--- src/rtl/alu_addsub_pipe.sv ---
// ============================================================================
// alu_addsub_pipe : 2-stage valid/ready add/sub with accumulator and flags.
// Optional clamp on signed overflow: define SATURATE_EN.   Rev 1.0
// ============================================================================
`default_nettype none

module alu_addsub_pipe #(
  parameter int               WIDTH    = 4,
  parameter logic [WIDTH-1:0] ACC_INIT = '0
) (
  input  logic             clk,
  input  logic             rst_n,
  input  logic             in_valid,
  output logic             in_ready,
  input  logic [2:0]       op,
  input  logic [WIDTH-1:0] a,
  input  logic [WIDTH-1:0] b,
  output logic             out_valid,
  input  logic             out_ready,
  output logic [WIDTH-1:0] result,
  output logic             c_out,
  output logic             ovf,
  output logic             zero,
  output logic             neg,
  output logic [WIDTH-1:0] acc_out
);

  localparam int         c_MSB          = WIDTH - 1;
  localparam logic [2:0] c_OP_SUB       = 3'b001;
  localparam logic [2:0] c_OP_ACC_ADD   = 3'b010;
  localparam logic [2:0] c_OP_ACC_SUB   = 3'b011;
  localparam logic [2:0] c_OP_ACC_LOAD  = 3'b100;

  logic             s1_valid_q, s1_valid_d;
  logic [2:0]       s1_op_q, s1_op_d;
  logic [WIDTH-1:0] s1_a_q, s1_a_d, s1_b_q, s1_b_d;
  logic             s2_valid_q, s2_valid_d;
  logic [WIDTH-1:0] result_q, result_d;
  logic             c_out_q, c_out_d, ovf_q, ovf_d, zero_q, zero_d, neg_q, neg_d;
  logic [WIDTH-1:0] acc_q, acc_d;

  logic             w_adv2, w_in_xfer;
  logic [WIDTH-1:0] w_x, w_y, w_y_eff, w_res;
  logic             w_sub, w_acc_op, w_load, w_ovf_raw, w_c, w_ovf;
  logic [WIDTH:0]   w_sum;

  assign w_adv2    = !s2_valid_q || out_ready;
  assign in_ready  = !s1_valid_q || w_adv2;
  assign w_in_xfer = in_valid && in_ready;

  // Operand selection; reserved opcodes fall through to plain ADD.
  always_comb begin
    w_x      = s1_a_q;
    w_y      = s1_b_q;
    w_sub    = 1'b0;
    w_acc_op = 1'b0;
    w_load   = 1'b0;
    case (s1_op_q)
      c_OP_SUB:      w_sub = 1'b1;
      c_OP_ACC_ADD:  begin w_x = acc_q; w_y = s1_a_q; w_acc_op = 1'b1; end
      c_OP_ACC_SUB:  begin w_x = acc_q; w_y = s1_a_q; w_acc_op = 1'b1; w_sub = 1'b1; end
      c_OP_ACC_LOAD: begin w_acc_op = 1'b1; w_load = 1'b1; end
      default:       ;
    endcase
  end

  assign w_y_eff   = w_sub ? ~w_y : w_y;
  assign w_sum     = {1'b0, w_x} + {1'b0, w_y_eff} + {{WIDTH{1'b0}}, w_sub};
  assign w_ovf_raw = (w_x[c_MSB] == w_y_eff[c_MSB]) && (w_sum[c_MSB] != w_x[c_MSB]);

  always_comb begin
    w_res = w_sum[WIDTH-1:0];
    w_c   = w_sum[WIDTH];
    w_ovf = w_ovf_raw;
    if (w_load) begin
      w_res = s1_a_q;
      w_c   = 1'b0;
      w_ovf = 1'b0;
    end
`ifdef SATURATE_EN
    // Overflow direction follows the sign shared by both effective operands.
    else if (w_ovf_raw) begin
      w_res = w_x[c_MSB] ? {1'b1, {(WIDTH-1){1'b0}}} : {1'b0, {(WIDTH-1){1'b1}}};
    end
`endif
  end

  always_comb begin
    s1_valid_d = s1_valid_q;
    s1_op_d    = s1_op_q;
    s1_a_d     = s1_a_q;
    s1_b_d     = s1_b_q;
    s2_valid_d = s2_valid_q;
    result_d   = result_q;
    c_out_d    = c_out_q;
    ovf_d      = ovf_q;
    zero_d     = zero_q;
    neg_d      = neg_q;
    acc_d      = acc_q;
    if (w_in_xfer) begin
      s1_valid_d = 1'b1;
      s1_op_d    = op;
      s1_a_d     = a;
      s1_b_d     = b;
    end else if (w_adv2) begin
      s1_valid_d = 1'b0;
    end
    if (w_adv2) begin
      s2_valid_d = s1_valid_q;
      if (s1_valid_q) begin
        result_d = w_res;
        c_out_d  = w_c;
        ovf_d    = w_ovf;
        zero_d   = (w_res == '0);
        neg_d    = w_res[c_MSB];
        if (w_acc_op) acc_d = w_res;
      end
    end
  end

  always_ff @(posedge clk) begin
    if (!rst_n) begin
      s1_valid_q <= 1'b0;
      s1_op_q    <= '0;
      s1_a_q     <= '0;
      s1_b_q     <= '0;
      s2_valid_q <= 1'b0;
      result_q   <= '0;
      c_out_q    <= 1'b0;
      ovf_q      <= 1'b0;
      zero_q     <= 1'b0;
      neg_q      <= 1'b0;
      acc_q      <= ACC_INIT;
    end else begin
      s1_valid_q <= s1_valid_d;
      s1_op_q    <= s1_op_d;
      s1_a_q     <= s1_a_d;
      s1_b_q     <= s1_b_d;
      s2_valid_q <= s2_valid_d;
      result_q   <= result_d;
      c_out_q    <= c_out_d;
      ovf_q      <= ovf_d;
      zero_q     <= zero_d;
      neg_q      <= neg_d;
      acc_q      <= acc_d;
    end
  end

  assign out_valid = s2_valid_q;
  assign result    = result_q;
  assign c_out     = c_out_q;
  assign ovf       = ovf_q;
  assign zero      = zero_q;
  assign neg       = neg_q;
  assign acc_out   = acc_q;

endmodule

`default_nettype wire

--- config.mk ---
export PLATFORM = sky130hd
export DESIGN_NAME = alu_addsub_pipe
export DESIGN_NICKNAME = d
export VERILOG_FILES = /design/src/rtl/alu_addsub_pipe.sv
export SDC_FILE = /design/constraint.sdc
export NUM_CORES = 1
export LEC_CHECK = 0
export CAP_MARGIN = 20
export CORE_UTILIZATION = 40
export CTS_BUF_LIST = sky130_fd_sc_hd__clkbuf_8
export DETAILED_ROUTE_END_ITERATION = 6
export GPL_TIMING_DRIVEN = 1
export PLACE_DENSITY = 0.66
export SETUP_SLACK_MARGIN = 0.2
export SLEW_MARGIN = 10
export SYNTH_ARGS = -nofsm -noshare
export SYNTH_HDL_FRONTEND = slang
export SYNTH_SLANG_ARGS = --single-unit
--- constraint.sdc ---
create_clock -name clk -period 3.2 [get_ports clk]
set_clock_uncertainty 0.05 [all_clocks]
set_input_delay 0.32 -clock clk [delete_from_list [all_inputs] [get_ports clk]]
set_output_delay 0.32 -clock clk [all_outputs]
set_load 0.05 [all_outputs]
== After elaboration in Yosys (flattened, before gate mapping) ==
Cells that the tools add are included.
Word-level totals
  bits in registers: 25
  bits of input ports: 15
Operators by class
  equal/unequal tests: 6
  multiplexer cells: 11
  bitwise operators: 1
  $add $sub $neg: 2
  reductions and logical operators: 13
Operator list (number)
  $mux W4: 4
  $mux W1: 7
  $eq A3 B2 Y1 const B: 2
  $add A4 B4 Y5: 1
  $add A5 B1 Y5: 1
  $logic_not A4 Y1: 1
  $not A4 Y4: 1
  $reduce_or A2 Y1: 2
  $eq A3 B1 Y1 const B: 1
  $eq A3 B3 Y1 const B: 1
  $reduce_and A3 Y1: 1
  $reduce_or A3 Y1: 1
  $logic_and A1 B1 Y1: 2
  $logic_not A1 Y1: 2
  $logic_or A1 B1 Y1: 2
  $reduce_and A2 Y1: 1
  $reduce_bool A2 Y1: 1
  $eq A1 B1 Y1: 1
  $ne A1 B1 Y1: 1

== Depth between registers and ports, before layout ==
Gate-level depths: netlist (run 1).
  depth after elaboration: 10
  gate-level depth with buffers: 11

== Least setup slack after synthesis (run 1) ==
OpenSTA, ideal clock, no wires.
  path type: register to register
  from: reg s1_op_q[1]
  to: reg zero_q, in the netlist zero
  stages on the path, launching flop included: 11
  arrival time: 2.110 ns
  path slack: 0.923 ns
  path through: dfxtp_1 > buf_6 > nor2_1 > or2_2 > nand2_1 > o21ai_0 > fa_1 > mux2i_1 > and3_1 > and3_1 > a32o_1
On the way
  longest elaborated chain between the ends: 9
  elaborated cells between the ends (all ways): 16
RTL lines
  from (decl): RTL line 35  | logic [2:0] s1_op_q, s1_op_d;
  from (signal assigned): RTL line 136  | s1_op_q <= s1_op_d;
  $eq A3 B2 Y1: RTL line 58  | case (s1_op_q)
  $reduce_or A2 Y1 (no line)
  $mux W4: RTL line 58
  $not A4 Y4: RTL line 67  | assign w_y_eff = w_sub ? ~w_y : w_y;
  $mux W4: RTL line 67
  $add A4 B4 Y5: RTL line 68  | assign w_sum = {1'b0, w_x} + {1'b0, w_y_eff} + {{WIDTH{1'b0}}, w_sub};
  $add A5 B1 Y5: RTL line 68
  $mux W4 *: RTL line 75  | if (w_load) begin
  $logic_not A4 Y1 *: RTL line 114  | zero_d = (w_res == '0);
  to (signal assigned): RTL line 143  | zero_q <= zero_d;
  to (decl): RTL line 39  | logic c_out_q, c_out_d, ovf_q, ovf_d, zero_q, zero_d, neg_q, neg_d;
Every way passes the cells marked *; elsewhere a longest branch is shown, timed or not.
A chain may end at the register's enable or synchronous reset.

== Worst setup path after layout (run 1) ==
  from: reg s1_op_q[2]
  to: reg zero_q, in the netlist zero
Same word-level chain as after synthesis.

==> results of run 1 <==
where the power goes:
| group | switching, uW | internal (uW) |
|---|---|---|
| clock | 96.5 | 84.4 |
| sequential | 18.1 | 315 |
| combinational | 92.7 | 72.3 |
| total | 207 | 472 |
worst max path at each step:
stage / end / slack [ps] / depth (start not counted)
2_1_floorplan: zero$_SDFFE_PN0P_ / 920 / 10
3_3_place_gp: zero$_SDFFE_PN0P_ / 650 / 7
3_5_place_dp: zero$_SDFFE_PN0P_ / 590 / 7
4_1_cts: zero$_SDFFE_PN0P_ / 570 / 7
5_1_grt: zero$_SDFFE_PN0P_ / 400 / 7
6_report: zero$_SDFFE_PN0P_ / 580 / 7
critical path: stages (launching register included):
cell	delay [ps]
dfxtp_1	520
nand2b_1	350
mux2_2	410
fa_1	530
mux2i_1	100
and3_1	200
and3_1	170
a32o_1	190
synthesized netlist by cell type (all sizes together) (4+ instances only):
library cell | n | area, um^2
a21oi | 8 | 43.8
clkbuf | 5 | 18.8
dfxtp | 24 | 480
o211a | 4 | 40.0
nand2 | 23 | 86.3
mux2i | 5 | 50.1
nor2b | 4 | 25.0
buf | 7 | 51.3
o21ai | 8 | 40.0
nand3 | 15 | 75.1
nor2 | 4 | 15.0
a21boi | 11 | 82.6
kinds of logic after synthesis:
kind of cell | share of synthesized area
simple gates | 0.225
compound gates | 0.241
flops | 0.362
buf+inv | 0.0613
mux | 0.0547
fa+ha+maj | 0.0434
xor+xnor | 0.0132
metal layers:
metal / vias up / GRT usage
met4: 0 / 0.0831
met2: 24 / 0.286
met5: - / 0
met3: 6 / 0.0502
li1: 603 / -
met1: 570 / 0.238
flip-flops by register name (all words and copies together) (netlist names):
register / count
acc_out: 4
c_out: 1
out_valid: 1
ovf: 1
result: 4
s1_a_q: 4
s1_b_q: 4
s1_op_q: 3
s1_valid_q: 1
zero: 1
cell type report:
| type | instances | area [um^2] | area share |
|---|---|---|---|
| timing repair buffer | 29 | 288 | 0.175 |
| sequential | 24 | 480 | 0.293 |
| multi-input combinational | 119 | 764 | 0.466 |
| tap | 44 | 55.1 | 0.0336 |
| clock buffer | 3 | 41.3 | 0.0252 |
| inverter | 3 | 11.3 | 0.00687 |
metrics by stage:
step           cell area, um^2  setup WS [ps]  hold slack [ps]  utilization
2_1_floorplan             1330            923              406            -
3_3_place_gp              1600            648              427        0.515
3_5_place_dp              1600            591              436        0.515
4_1_cts                   1640            567              447        0.529
5_1_grt                   1640            404              464        0.529
6_report                  1640            580              445        0.529
==> results_dict.tcl, run 1 <==
set metrics [dict create \
    cts-htree-levels 1 \
    postRouteAntennaNets 0 \
    first_pass_iters 4 \
    p_per_area_mw_per_mm2 414 \
    grt_usage 0.184 \
    routedWlPerCell_um 12.7 \
    hold_depth 2 \
    worstSetupEndpointType "flip-flop" \
    synth_area_mm2 0.00133 \
    rsz0062_at_grt "false" \
    grt_pass1_wl_um 4900 \
    cts_root_buffer "clkbuf_8" \
    clk_latency_ps 270 \
    cts_inserted_buffers 3 \
    pin_count 29 \
    ys_seq_elements 24 \
    synth_edf_count 0 \
    drt_iter0_drc 41 \
    io_buffers 28 \
    grt_max_degree 17 \
    die-width_um 59.6 \
    finalCriticalPeriod_ps 2620 \
    worstMarginPinSlew_ps 500 \
    clock-sinks 24 \
    rrSetupSlack_ps 580 \
    period_share 0.819 \
    holdPathEnd "ovf$_SDFFE_PN0P_" \
    r2r-end "zero$_SDFFE_PN0P_" \
    hpwlAfterDp_um 2170 \
    mostFrequentLayoutCell "clkdlybuf4s50_1" \
    drv_cap 0 \
    dr_wl_met2_um 1320 \
    r2r_start "s1_op_q[2]$_SDFFE_PN0P_" \
    start_util 0.427 \
    core_area_mm2 0.00310 \
    crit_required_ps 3320 \
    leakage_uw 0.000654 \
    dr_wl_met3_um 98 \
    status "finished, final reports clean" \
    setup_viol 0 \
    die_h_um 59.6 \
    overflow 0 \
    rows 20 \
    post_cts_resized 0 \
    hold_path_startpoint "ovf$_SDFFE_PN0P_" \
    synthToLayoutAreaGrowth_pct 23.7 \
    synth_warnings 0 \
    antenna_found_initial 0 \
    critical_path_peak_fanout 12 \
    vias 1203 \
    relSlewSlack 0.665 \
    viasPerCell 5.42 \
    timing.critical_path.from "s1_op_q[2]$_SDFFE_PN0P_" \
    dieArea_mm2 0.00355 \
    ys_async_sr_fraction 0 \
    yosys_most_used_dff "dfxtp_1" \
    hold_viol 0 \
    layout.nets 199 \
    worstSetupPathType "flip-flop to flip-flop" \
    n_antenna_cell 0 \
    timing.fmax_mhz 382 \
    tritoncts "done" \
    post_synth.cell_area_avg_um2 8.39 \
    finalSetupTns_ps 0 \
    drive_above_1_share 0.0618 \
    cp-start-kind "flip-flop" \
    cts.hold.buffers_added 0 \
    worst_hold_path_type "flip-flop to flip-flop" \
    drcViolationCount 0 \
    fillers 316 \
    rr_worst_depth 7 \
    highest_layer "met4" \
    synth_cell_types 42 \
    postCtsSetupBuffers 0 \
    place_inst 219 \
    clkSlewWorstSetupHoldPaths_ps 80 \
    ir_drop_uv 339 \
    postSynthCellCount 158 \
    maxSlewViolCount 0 \
    syn_nets 177 \
    finalPower_uw 679 \
    ys_seq_area_frac 0.362 \
    final_cells 222 \
    worstPathArrival_ps 2740 \
    routedLengthMet1_um 1360 \
    clockBufferDepth 2 \
    layout.cells.most_common_list "28 x clkdlybuf4s50_1, 24 x dfxtp_1, 23 x nand2_1, 15 x nand3_1, 11 x a21boi_0" \
    gp_congestion 0.868 \
    routed_wl_um 2820 \
    grt_pass1_vias 1145 \
]
No activity file was read; power rests on OpenSTA's default activity.
==> run 2: changes to the inputs <==
PLACE_DENSITY = 0.68   (was 0.66)
clock period = 2.15 ns   (was 3.2 ns; I/O delays follow)
==> results_dict.tcl, run 2 (same netlist as run 1, synthesis figures left out) <==
set metrics [dict create \
    multi_input_area_um2 837 \
    power_frac_clock 0.237 \
    r2r-end "zero$_SDFFE_PN0P_" \
    grt_max_degree 15 \
    postRouteAntennaNets 0 \
    met3_usage 0.0328 \
    setup_ws_ps -191 \
    drt_iter0_drc 62 \
    grt_pass1_vias 1239 \
    drcViolationCount 0 \
    first_pass_iters 4 \
    critical_path_peak_fanout 8 \
    cts_inserted_buffers 3 \
    combPwrFrac 0.316 \
    antenna_found_initial 0 \
    rsz0062_at_grt "true" \
    final_cell_area_mm2 0.00191 \
    hpwlAfterDp_um 2480 \
    maxSlewViolCount 0 \
    violations "setup timing" \
    layout.cells.most_common_list "27 x clkdlybuf4s50_1, 23 x nand2_1, 23 x buf_4, 21 x dfxtp_1, 14 x nand3_1" \
    cp_slowest_cell "fa_2" \
    fin_util 0.615 \
    worst_hold_path_type "flip-flop to flip-flop" \
    worstPathArrival_ps 2450 \
    detailed_place.area_mm2 0.00177 \
    cts-htree-levels 1 \
    cp-start-kind "flip-flop" \
    clockBufferDepth 2 \
    synthToLayoutAreaGrowth_pct 43.9 \
    p_per_area_mw_per_mm2 578 \
    clock-sinks 24 \
    ir_drop_uv 343 \
    routed_wl_um 3440 \
    regArea_um2 487 \
    seqPwrFrac 0.447 \
    swShare 0.306 \
    overflow 0 \
    cts_root_buffer "clkbuf_8" \
    worstMarginPinSlew_ps 496 \
    cts.hold.buffers_added 0 \
    rows 20 \
    drive_above_1_share 0.257 \
    layout.nets 223 \
    use_met1 0.284 \
    dieArea_mm2 0.00355 \
    period_share 1.09 \
    hold_viol 0 \
    grt_usage 0.208 \
    vias 1331 \
    setup_viol 7 \
    intPower_uw 765 \
    crit_chain "buf_4 > mux2i_1 > nand3b_1 > nand3_2 > fa_2 > mux2i_2 > and3_1 > and3_1 > a32o_1" \
    crit_required_ps 2260 \
    core_area_mm2 0.00310 \
    r2r_start "s1_op_q[1]$_SDFFE_PN0P_" \
    relSlewSlack 0.669 \
    pin_count 29 \
    leakage_uw 0.000791 \
    busiest_layer "met2" \
    gr-usage-met2 0.316 \
    timing.fmax_mhz 427 \
    drv_cap 0 \
    finalCriticalPeriod_ps 2340 \
    rr_worst_depth 9 \
    start_util 0.427 \
    worstSetupPathType "flip-flop to flip-flop" \
    routedWlPerCell_um 14.0 \
    gp_congestion 0.922 \
    die-width_um 59.6 \
    tritoncts "done" \
    status "finished, violations left" \
    timing.critical_path.from "s1_op_q[1]$_SDFFE_PN0P_" \
    grt_pass1_wl_um 5520 \
    io_buffers 28 \
    n_antenna_cell 0 \
    cp_common_cell "and3_1" \
    worstSetupEndpointType "flip-flop" \
    rrSetupSlack_ps -190 \
    mostFrequentLayoutCell "clkdlybuf4s50_1" \
    fillers 280 \
    clk_latency_ps 260 \
    switching_power_uw 337 \
    critical_path.endpoint "zero$_SDFFE_PN0P_" \
    viasPerCell 5.41 \
    clkSlewWorstSetupHoldPaths_ps 80 \
    cpPeakStageDelay_ps 580 \
    die_h_um 59.6 \
]
-- run 2: layout make-up --
class	count	area share
Multi-Input combinational cell	119	0.439
Sequential cell	24	0.255
Tap cell	44	0.0289
Inverter	3	0.00590
Clock buffer	3	0.0216
Timing Repair Buffer	53	0.250
-- run 2: worst max-delay path, delay by kind of cell, from the launching register on --
family                     cells  cell delay (ps)
adders and majority gates      1              580
buffers and inverters          1              140
AOI/OAI and AO/OA              1              200
and+or+nand+nor                4              670
DFF                            1              390
muxes                          2              220
-- run 2: how the worst min path moves through the flow --
stage,from,endpoint,cells after the start,slack (ps)
final,s1_b_q[3]$_SDFFE_PN0P_,s1_b_q[3]$_SDFFE_PN0P_,2,450
after global placement,s1_b_q[3]$_SDFFE_PN0P_,s1_b_q[3]$_SDFFE_PN0P_,2,430
after detailed placement,s1_b_q[3]$_SDFFE_PN0P_,s1_b_q[3]$_SDFFE_PN0P_,2,440
after global routing,result[0]$_SDFFE_PN0P_,result[0]$_SDFFE_PN0P_,1,470
after CTS,s1_b_q[3]$_SDFFE_PN0P_,s1_b_q[3]$_SDFFE_PN0P_,2,450
after floorplan,in_valid,s1_valid_q$_SDFFE_PN0P_,2,300
-- run 2: power groups by stage --
| stage | Combinational [uW] | Clock, uW | Sequential [uW] |
|---|---|---|---|
| floorplan | 150 | 0 | 535 |
| global placement | 294 | 0 | 502 |
| detailed placement | 297 | 0 | 502 |
| CTS | 323 | 263 | 492 |
| global route | 371 | 278 | 495 |
| finish | 348 | 261 | 493 |
-- run 2: what timing repair did --
item / CTS / global route
pin swaps: 3 / 5
setup buffers: 2 / 1
cloned: 0 / 0
gates resized for setup: 10 / 9
setup endpoints to repair: 9 / 9
-- run 2: routing by layer --
layer | routed length (um) | part of all wire
met5 | 0 | 0
met4 | 76 | 0.022
met3 | 144 | 0.042
met2 | 1610 | 0.47
met1 | 1610 | 0.47
-- run 2: per-stage QoR --
stage,std cells,power (uW),TNS [ps],setup WS [ps],hold WS (ps)
floorplan,158,685,-48.1,-19.1,304
global placement,240,795,-440,-123,426
detailed placement,240,799,-916,-189,440
CTS,245,1080,-401,-124,453
global route,246,1140,-1320,-252,475
finish,246,1100,-751,-191,448
==> run 3: changes to the inputs <==
CORE_UTILIZATION = 47   (was 40)
PLACE_DENSITY = 0.83   (was 0.68)
SLEW_MARGIN = unset   (was 10)
==> results_dict.tcl, run 3 (same netlist as run 1, synthesis figures left out) <==
set metrics [dict create \
    die-width_um 55.1 \
    p_per_area_mw_per_mm2 611 \
    worst_hold_path_type "flip-flop to flip-flop" \
    multi_input_area_um2 843 \
    finalSetupTns_ps -1060 \
    n_antenna_cell 0 \
    vias 1349 \
    clock-sinks 24 \
    whs_ps 454 \
    first_pass_iters 4 \
    period_share 1.10 \
    worstPathArrival_ps 2540 \
    gp_congestion 0.922 \
    hpwlAfterDp_um 2740 \
    postRouteAntennaNets 0 \
    routedWlPerCell_um 16.9 \
    fillers 202 \
    io_buffers 28 \
    layout.cells.most_common_list "27 x clkdlybuf4s50_1, 23 x buf_4, 22 x nand2_1, 21 x dfxtp_1, 14 x nand3_1" \
    crit_required_ps 2320 \
    final_cells 232 \
    drive_above_1_share 0.262 \
    dieArea_mm2 0.00304 \
    crit_chain "buf_4 > mux2i_1 > a22oi_1 > o21ai_2 > ha_1 > nand2_2 > a31oi_2 > or3_4 > a31oi_4 > a32o_2" \
    setup_ws_ps -220 \
    drcViolationCount 0 \
    setup_viol 8 \
    critical_path_peak_fanout 5 \
    drv_cap 0 \
    start_util 0.517 \
    grt_pass1_vias 1260 \
    mostFrequentLayoutCell "clkdlybuf4s50_1" \
    worstMarginPinSlew_ps 534 \
    relSlewSlack 0.643 \
    cpPeakStageDelay_ps 410 \
    timing.fmax_mhz 422 \
    tritoncts "done" \
    cp_slowest_cell "dfxtp_4" \
    ir_drop_uv 622 \
    cts_inserted_buffers 3 \
    routed_wl_um 3920 \
    rows 18 \
    antenna_found_initial 0 \
    drt_iter0_drc 49 \
    synthToLayoutAreaGrowth_pct 43.9 \
    worstSetupEndpointType "flip-flop" \
    cts.hold.buffers_added 0 \
    core_area_mm2 0.00257 \
    cp-start-kind "flip-flop" \
    hold_viol 0 \
    finalCriticalPeriod_ps 2370 \
    grt_usage 0.268 \
    violations "setup timing" \
    clkSlewWorstSetupHoldPaths_ps 90 \
    viasPerCell 5.81 \
    status "finished, violations left" \
    clk_latency_ps 270 \
    overflow 0 \
    cts_root_buffer "clkbuf_8" \
    clockBufferDepth 2 \
    regArea_um2 487 \
    pin_count 29 \
    rsz0062_at_grt "true" \
    fin_util 0.743 \
    dp_worst_setup_slack_ps -227 \
    maxSlewViolCount 0 \
    worstSetupPathType "flip-flop to flip-flop" \
    grt_pass1_wl_um 5620 \
    layout.nets 222 \
    place_inst 223 \
    leakage_uw 0.000803 \
    cts-htree-levels 1 \
    grt_max_degree 15 \
    die_h_um 55.1 \
]
run 3: cell count changes in the layout (fill, tap and decap cells not counted), sizes merged:
cell	before	now
buf	26	25
clkbuf	3	4
run 3: per-stage QoR:
stage	total power, uW	instance area [um^2]
floorplan	685	1350
global placement	793	1730
detailed placement	806	1730
CTS	1130	1820
global route	1200	1910
finish	1170	1910
run 3: worst max-delay path: cells and delay by family, from the launching register on:
family	cells	cell delay, ps
simple gates	2	440
buf+inv	1	120
compound gates	5	810
fa+ha+maj	1	280
mux	1	200
flops	1	410
run 3: where the power goes:
part	total, uW	internal, uW	switching (uW)
Combinational	353	171	182
Sequential	494	469	25.4
Clock	320	164	156
run 3: layer usage:
layer / track usage / routed length [um]
met3: 0.0383 / 173
met2: 0.454 / 1990
met4: 0.100 / 110
met1: 0.341 / 1650
met5: 0 / 0
run 3: area by class of cell:
class	count	share of cell area
sequential	24	0.255
clock buffer	4	0.0289
inverter	3	0.00590
multi-input combinational	119	0.442
tap	30	0.0197
timing repair buffer	52	0.249
run 3: repair_timing:
item | CTS | global route
gates resized for setup | 5 | 15
buffers inserted | 1 | 4
setup endpoints to repair | 9 | 9
pin swaps | 0 | 9
run 3: worst paths after layout:
kind	from	end	slack, ps	cells past startpoint
worst min-delay path	s1_b_q[1]$_SDFFE_PN0P_	s1_b_q[1]$_SDFFE_PN0P_	450	2
worst max-delay path	s1_op_q[1]$_SDFFE_PN0P_	zero$_SDFFE_PN0P_	-220	10
worst max register to register	s1_op_q[1]$_SDFFE_PN0P_	zero$_SDFFE_PN0P_	-220	10
worst min register to register	s1_b_q[1]$_SDFFE_PN0P_	s1_b_q[1]$_SDFFE_PN0P_	450	2
